[config.mk]
export PLATFORM = sky130hd
export DESIGN_NAME = alu_issue_stage
export DESIGN_NICKNAME = d
export VERILOG_FILES = /design/src/rtl/alu_defs_pkg.sv /design/src/rtl/alu_issue_stage_reg_file.sv /design/src/rtl/alu_issue_stage.sv
export SDC_FILE = /design/constraint.sdc
export NUM_CORES = 2
export LEC_CHECK = 0
export ABC_CLOCK_PERIOD_IN_PS = 3100
export CORE_MARGIN = 8
export CORE_UTILIZATION = 57
export DETAILED_ROUTE_END_ITERATION = 8
export PLACE_DENSITY = 0.77
export SLEW_MARGIN = 20
export SYNTH_ARGS = -nofsm -noshare
export SYNTH_HDL_FRONTEND = slang
export SYNTH_SLANG_ARGS = --single-unit
export TNS_END_PERCENT = 10
[constraint.sdc]
create_clock -name clk -period 3.1 [get_ports clk]
set_input_delay 0.62 -clock clk [delete_from_list [all_inputs] [get_ports clk]]
set_output_delay 0.62 -clock clk [all_outputs]
set_load 0.01 [all_outputs]
[src/rtl/alu_defs_pkg.sv]
// Shared constants for the ALU issue/writeback stage.
// Opcodes, MIPS field codes and FSM state encoding.
package alu_defs_pkg;

    localparam logic [2:0] ALU_AND = 3'b000;
    localparam logic [2:0] ALU_OR  = 3'b001;
    localparam logic [2:0] ALU_XOR = 3'b010;
    localparam logic [2:0] ALU_NOR = 3'b011;
    localparam logic [2:0] ALU_ADD = 3'b100;
    localparam logic [2:0] ALU_SUB = 3'b101;
    localparam logic [2:0] ALU_SLTU = 3'b110;
    localparam logic [2:0] ALU_SLL = 3'b111;

    localparam logic [5:0] FUNCT_AND  = 6'h24;
    localparam logic [5:0] FUNCT_OR   = 6'h25;
    localparam logic [5:0] FUNCT_XOR  = 6'h26;
    localparam logic [5:0] FUNCT_NOR  = 6'h27;
    localparam logic [5:0] FUNCT_ADD  = 6'h20;
    localparam logic [5:0] FUNCT_SUB  = 6'h22;
    localparam logic [5:0] FUNCT_SLTU = 6'h2B;
    localparam logic [5:0] FUNCT_SLLV = 6'h04;

    localparam logic [5:0] OP_RTYPE = 6'h00;
    localparam logic [5:0] OP_ADDIU = 6'h09;

    typedef enum logic [1:0] {
        S_IDLE = 2'd0,
        S_READ = 2'd1,
        S_EXEC = 2'd2,
        S_WB   = 2'd3
    } state_t;

endpackage

[src/rtl/alu_issue_stage_reg_file.sv]
// 32x32 register file: two async read ports, one debug port,
// one synchronous write port; r0 is hardwired to zero.
module reg_file_32x32 (
    input  logic        clk,
    input  logic        rst_n,
    input  logic [4:0]  i_ra_addr,
    output logic [31:0] o_ra_data,
    input  logic [4:0]  i_rb_addr,
    output logic [31:0] o_rb_data,
    input  logic [4:0]  i_dbg_addr,
    output logic [31:0] o_dbg_data,
    input  logic        i_we,
    input  logic [4:0]  i_wa,
    input  logic [31:0] i_wd
);

    logic [31:0] r_mem [32];

    always_ff @(posedge clk or negedge rst_n) begin
        if (!rst_n) begin
            for (int i = 0; i < 32; i++) r_mem[i] <= '0;
        end else if (i_we && (i_wa != 5'd0)) begin
            r_mem[i_wa] <= i_wd;
        end
    end

    assign o_ra_data  = (i_ra_addr  == 5'd0) ? '0 : r_mem[i_ra_addr];
    assign o_rb_data  = (i_rb_addr  == 5'd0) ? '0 : r_mem[i_rb_addr];
    assign o_dbg_data = (i_dbg_addr == 5'd0) ? '0 : r_mem[i_dbg_addr];

endmodule

[src/rtl/alu_issue_stage.sv]
// Issue/writeback stage around an external combinational ALU.
// One instruction per fixed IDLE-READ-EXEC-WB sequence.
module alu_issue_stage
    import alu_defs_pkg::*;
#(
    parameter bit SUPPRESS_WB_ON_OF = 1'b1
) (
    input  logic        clk,
    input  logic        rst_n,
    input  logic        instr_valid,
    input  logic [31:0] instr,
    output logic        instr_ready,
    output logic [31:0] alu_a,
    output logic [31:0] alu_b,
    output logic [2:0]  alu_op,
    input  logic [31:0] alu_f,
    input  logic        alu_zf,
    input  logic        alu_of,
    output logic        done_valid,
    output logic        done_zf,
    output logic        done_of,
    output logic        done_illegal,
    input  logic [4:0]  dbg_addr,
    output logic [31:0] dbg_data
);

    state_t      r_state;
    logic [31:0] r_instr;
    logic [4:0]  r_dest;
    logic        r_legal;
    logic        r_addsub;
    logic        r_wb_en;
    logic [31:0] r_f;

    logic [5:0]  w_opc;
    logic [5:0]  w_funct;
    logic [4:0]  w_rs;
    logic [4:0]  w_rt;
    logic [4:0]  w_rd;
    logic [31:0] w_imm_sx;
    logic [31:0] w_rs_data;
    logic [31:0] w_rt_data;
    logic        w_rtype;
    logic        w_addiu;
    logic        w_legal;
    logic        w_b_imm;
    logic        w_addsub;
    logic [2:0]  w_alu_op;
    logic        w_we;

    assign w_opc    = r_instr[31:26];
    assign w_rs     = r_instr[25:21];
    assign w_rt     = r_instr[20:16];
    assign w_rd     = r_instr[15:11];
    assign w_funct  = r_instr[5:0];
    assign w_imm_sx = {{16{r_instr[15]}}, r_instr[15:0]};
    assign w_rtype  = (w_opc == OP_RTYPE);
    assign w_addiu  = (w_opc == OP_ADDIU);

    always_comb begin
        w_alu_op = ALU_AND;
        w_legal  = 1'b1;
        w_b_imm  = 1'b0;
        w_addsub = 1'b0;
        unique case (1'b1)
            w_rtype && (w_funct == FUNCT_AND):  w_alu_op = ALU_AND;
            w_rtype && (w_funct == FUNCT_OR):   w_alu_op = ALU_OR;
            w_rtype && (w_funct == FUNCT_XOR):  w_alu_op = ALU_XOR;
            w_rtype && (w_funct == FUNCT_NOR):  w_alu_op = ALU_NOR;
            w_rtype && (w_funct == FUNCT_ADD): begin
                w_alu_op = ALU_ADD;
                w_addsub = 1'b1;
            end
            w_rtype && (w_funct == FUNCT_SUB): begin
                w_alu_op = ALU_SUB;
                w_addsub = 1'b1;
            end
            w_rtype && (w_funct == FUNCT_SLTU): w_alu_op = ALU_SLTU;
            w_rtype && (w_funct == FUNCT_SLLV): w_alu_op = ALU_SLL;
            w_addiu: begin
                w_alu_op = ALU_ADD;
                w_b_imm  = 1'b1;
            end
            default: w_legal = 1'b0;
        endcase
    end

    // The write lands at the WB->IDLE edge, before any later READ.
    assign w_we = (r_state == S_WB) && r_wb_en;

    reg_file_32x32 u_rf (
        .clk        (clk),
        .rst_n      (rst_n),
        .i_ra_addr  (w_rs),
        .o_ra_data  (w_rs_data),
        .i_rb_addr  (w_rt),
        .o_rb_data  (w_rt_data),
        .i_dbg_addr (dbg_addr),
        .o_dbg_data (dbg_data),
        .i_we       (w_we),
        .i_wa       (r_dest),
        .i_wd       (r_f)
    );

    assign instr_ready = (r_state == S_IDLE);

    always_ff @(posedge clk or negedge rst_n) begin
        if (!rst_n) begin
            r_state      <= S_IDLE;
            r_instr      <= '0;
            r_dest       <= '0;
            r_legal      <= 1'b0;
            r_addsub     <= 1'b0;
            r_wb_en      <= 1'b0;
            r_f          <= '0;
            alu_a        <= '0;
            alu_b        <= '0;
            alu_op       <= '0;
            done_valid   <= 1'b0;
            done_zf      <= 1'b0;
            done_of      <= 1'b0;
            done_illegal <= 1'b0;
        end else begin
            case (r_state)
                S_IDLE: begin
                    if (instr_valid) begin
                        r_instr <= instr;
                        r_state <= S_READ;
                    end
                end
                S_READ: begin
                    alu_a    <= w_legal ? w_rs_data : '0;
                    alu_b    <= !w_legal ? '0 :
                                (w_b_imm ? w_imm_sx : w_rt_data);
                    alu_op   <= w_alu_op;
                    r_dest   <= w_b_imm ? w_rt : w_rd;
                    r_legal  <= w_legal;
                    r_addsub <= w_addsub;
                    r_state  <= S_EXEC;
                end
                S_EXEC: begin
                    r_f          <= alu_f;
                    done_zf      <= alu_zf;
                    done_of      <= alu_of;
                    done_illegal <= !r_legal;
                    done_valid   <= 1'b1;
                    r_wb_en      <= r_legal && (r_dest != 5'd0) &&
                                    !(SUPPRESS_WB_ON_OF && alu_of && r_addsub);
                    r_state      <= S_WB;
                end
                S_WB: begin
                    done_valid <= 1'b0;
                    r_state    <= S_IDLE;
                end
                default: r_state <= S_IDLE;
            endcase
        end
    end

endmodule

==> results.sh <==
export IMPL_final_util_pct=67.0
export IMPL_post_place_ws_ns=-0.817
export IMPL_crit_arrival_ns=2.58
export IMPL_hold_violations=0
export IMPL_synthFlopType="dfrtp_1"
export IMPL_ir_worst_vdd_mv=0.588
export IMPL_reg2reg_to="alu_a[25]$_DFFE_PN0N_"
export IMPL_viasPerCell=7.62
export IMPL_cpMostUsedCell="buf_12"
export IMPL_path_cells="buf_16 > buf_12 > buf_12 > buf_16 > buf_12 > mux4_2 > mux4_2 > inv_2 > o21ai_4 > buf_6"
export IMPL_max_freq_ghz=0.312
export IMPL_setup_viol=21
export IMPL_async_flop_share_pct=100
export IMPL_ios=178
export IMPL_htree_levels=3
export IMPL_grt_pass1_vias=50116
export IMPL_track_usage_pct=36.4
export IMPL_synth_cell_types=65
export IMPL_syn_to_final_growth_pct=16.9
export IMPL_status="finished with violations"
export IMPL_clock_root_buffer="clkbuf_16"
export IMPL_hpwl_um=144000
export IMPL_grt_pass1_wl_um=351000
export IMPL_cap_violations=0
export IMPL_cts_buffer_depth=3
export IMPL_antenna_found_initial=4
export IMPL_instances_no_fill=6519
export IMPL_dr_first_iter_drc_count=7063
export IMPL_grt_overflow=0
export IMPL_setup_ws_ns=-0.101
export IMPL_dp_cells=6179
export IMPL_die_width_um=360
export IMPL_start_kind="input port"
export IMPL_cp_end_kind="output port"
export IMPL_via_count=49685
export IMPL_cts_clk_slew_worst_paths_ns=0.07
export IMPL_drive_above_1_share_pct=51.0
export IMPL_slew_limit_headroom_pct=21.0
export IMPL_finalPower_mw=75.7
export IMPL_cp_required_ns=2.48
export IMPL_rsz0062_at_grt="true"
export IMPL_worstPathMaxFanout=7
export IMPL_power_density_mw_per_mm2=958
export IMPL_gp_congestion=0.929
export IMPL_die_y_um=360
export IMPL_fin_crit_sh_pct=103
export IMPL_row_count=126
export IMPL_slowest_stage="mux4_2"
export IMPL_synth_nets=4747
export IMPL_min_period_ns=3.20
export IMPL_wl_per_cell_um=37.0
export IMPL_ys_warn_count=0
export IMPL_postSynthRegisterBits=1169
export IMPL_worstMarginPinSlew_ns=1.19
export IMPL_core_area_mm2=0.118
export IMPL_die_area_mm2=0.130
export IMPL_critPathMaxStageDelay_ns=0.49
export IMPL_register_area_mm2=0.0293
export IMPL_rr_worst_depth=6
export IMPL_r2r_start="r_instr[21]$_DFFE_PN0P_"
export IMPL_min_path_cells=0
export IMPL_synthCells=4669
export IMPL_post_route_drc_count=0
export IMPL_r2r_setup_slack_ns=0.28
export IMPL_grt_max_degree=125
export IMPL_port_buffer_count=177
export IMPL_firstDrtPassIters=9
export IMPL_numCtsBuffers=120
export IMPL_path_class="in -> out"
export IMPL_insertion_delay_ns=0.74
export IMPL_ys_seq_area_share_pct=43.3
export IMPL_start_util_pct=57.3
export IMPL_multi_input_area_mm2=0.0365
export IMPL_failed_checks="negative setup slack"
export IMPL_wl_um=241000
export IMPL_final_max_slew_viol_count=0
export IMPL_fill_cells=7884
export IMPL_hold_class="reg -> reg"
export IMPL_p_leak_nw=35.2
export IMPL_ant_nets=0
export IMPL_crit_end="dbg_data[7]"
export IMPL_startpoint="dbg_addr[0]"
export IMPL_whs_ns=0.422
export IMPL_nets=4957
export IMPL_clock_sinks=1169
export IMPL_syn_mean_instance_area_um2=14.5
export IMPL_synth_area_mm2=0.0676
export IMPL_synth_edf_count=0
export IMPL_cts_tree="built"
export IMPL_clock_skew_ns=0.0351
[worst max-delay path, delay by kind of cell]
family / cells / cell delay, ns
compound gates: 1 / 0.09
buf+inv: 7 / 0.87
mux: 2 / 0.98
[how the worst min path moves through the flow]
stage / start / slack, ns / endpoint
5_1_grt: rst_n / 0.43 / u_rf.r_mem[190]$_DFFE_PN0P_
6_report: u_rf.r_mem[1021]$_DFFE_PN0P_ / 0.42 / u_rf.r_mem[1021]$_DFFE_PN0P_
2_1_floorplan: rst_n / 0.32 / alu_a[0]$_DFFE_PN0N_
3_5_place_dp: u_rf.r_mem[1021]$_DFFE_PN0P_ / 0.41 / u_rf.r_mem[1021]$_DFFE_PN0P_
3_3_place_gp: u_rf.r_mem[1007]$_DFFE_PN0P_ / 0.40 / u_rf.r_mem[1007]$_DFFE_PN0P_
4_1_cts: rst_n / 0.41 / u_rf.r_mem[222]$_DFFE_PN0P_
[synth_stat cells (2+ instances only)]
cell type,n,area [µm²]
a211o_1,24,210
dfrtp_1,1169,29300
a211oi_1,29,218
o22ai_1,31,194
a31oi_1,3,18.8
nand3_1,68,340
o2bb2ai_1,34,298
o21ai_0,35,175
and3_1,18,113
ha_1,4,50.1
mux2_2,1076,12100
nor3_1,11,55.1
mux2i_1,388,3880
clkbuf_8,2,27.5
mux4_2,639,14400
nand2_1,67,251
a22o_1,39,342
nor2_1,54,203
buf_4,6,45.0
nand3b_1,6,45.0
buf_1,75,282
inv_1,40,150
o31ai_2,5,62.6
a22oi_1,193,1450
buf_2,104,521
mux4_1,3,78.8
nor3b_2,2,25.0
o31ai_1,28,210
a221oi_1,6,52.6
a21oi_1,48,240
nand4_1,3,18.8
o221ai_1,32,280
nor2b_1,10,62.6
nor3b_1,6,45.0
a22o_2,2,20.0
clkbuf_1,349,1310
and4_1,31,272
and2_0,2,12.5
[registers in the layout, indices dropped and copies added (netlist names), 2 cells and up]
name and flops:
u_rf.r_mem 1024, alu_a 32, alu_b 32, r_f 32, r_instr 32, r_dest 5, alu_op 3, r_state 2
[cell families after synthesis]
family	synth area share [%]
buffers and inverters	3.51
flip-flops	43.3
multiplexers	45.1
adder cells (fa/ha/maj)	0.0740
AND/OR/NAND/NOR	2.33
AO/OA/AOI/OAI	5.70
[stage by stage]
| stage | setup TNS [ns] | area [µm²] |
|---|---|---|
| CTS | -0.991 | 78800 |
| floorplan | -0.544 | 67600 |
| finish | -0.976 | 79000 |
| global route | -1.53 | 79000 |
| global placement | -18.60 | 73500 |
| detailed placement | -19.40 | 73500 |
[layout make-up]
cell class / count / share of cell area [%]
tap: 1536 / 2.43
clock buffer: 175 / 4.49
timing repair buffer: 627 / 8.93
sequential: 1169 / 37.1
inverter: 40 / 0.192
multi-input combinational: 2921 / 46.2
antenna: 5 / 0.0158
clock inverter: 46 / 0.729
[metal layers]
| layer | up-vias | global-route usage, % | wire length, µm |
|---|---|---|---|
| met5 | - | 0 | 172 |
| met4 | 2 | 21.3 | 17200 |
| met3 | 983 | 14.4 | 35000 |
| met2 | 4106 | 51.1 | 102000 |
| met1 | 25752 | 48.0 | 86700 |
| li1 | 18842 | - | - |
[layout by cell type, fill, tap and decap left out, types with 8 or more instances in the layout]
cell type / instances
a22oi_1: 193
a211o_1: 24
mux4_2: 639
o21ai_1: 8
buf_2: 20
clkbuf_8: 25
and4_1: 31
o31ai_1: 28
nor2_4: 21
nor2_1: 31
o221ai_1: 32
a21oi_1: 48
and3_1: 17
a211oi_1: 29
clkinv_2: 22
clkbuf_16: 124
buf_6: 31
nand2_2: 28
nor2b_4: 9
o22ai_1: 31
buf_16: 13
clkbuf_1: 26
nand3_1: 68
a22o_1: 39
clkinvlp_4: 9
o2bb2ai_1: 34
nand2_1: 39
inv_2: 19
buf_4: 291
inv_1: 20
dfrtp_1: 1162
mux2_2: 1076
buf_12: 125
clkdlybuf4s50_1: 139
mux2i_1: 388
nor3_1: 10
o21ai_2: 19
bufinv_16: 12
[report_power, final]
part           internal (mW)  leakage (nW)  switching [mW]
Sequential              20.2          16.0            7.71
Combinational           16.5          17.2            16.0
Clock                   8.88          2.01            6.37
[timing repair]
| action | in CTS | in global routing |
|---|---|---|
| endpoints found under the hold margin | 12 | 0 |
| resized for setup | 256 | 44 |
| cloned | 7 | 0 |
| setup buffers | 94 | 15 |
| hold buffers | 1 | 0 |
| pin swaps | 3 | 4 |
| endpoints found under the setup margin | 32 | 29 |
Note: power is estimated with default switching activity, not from simulation.
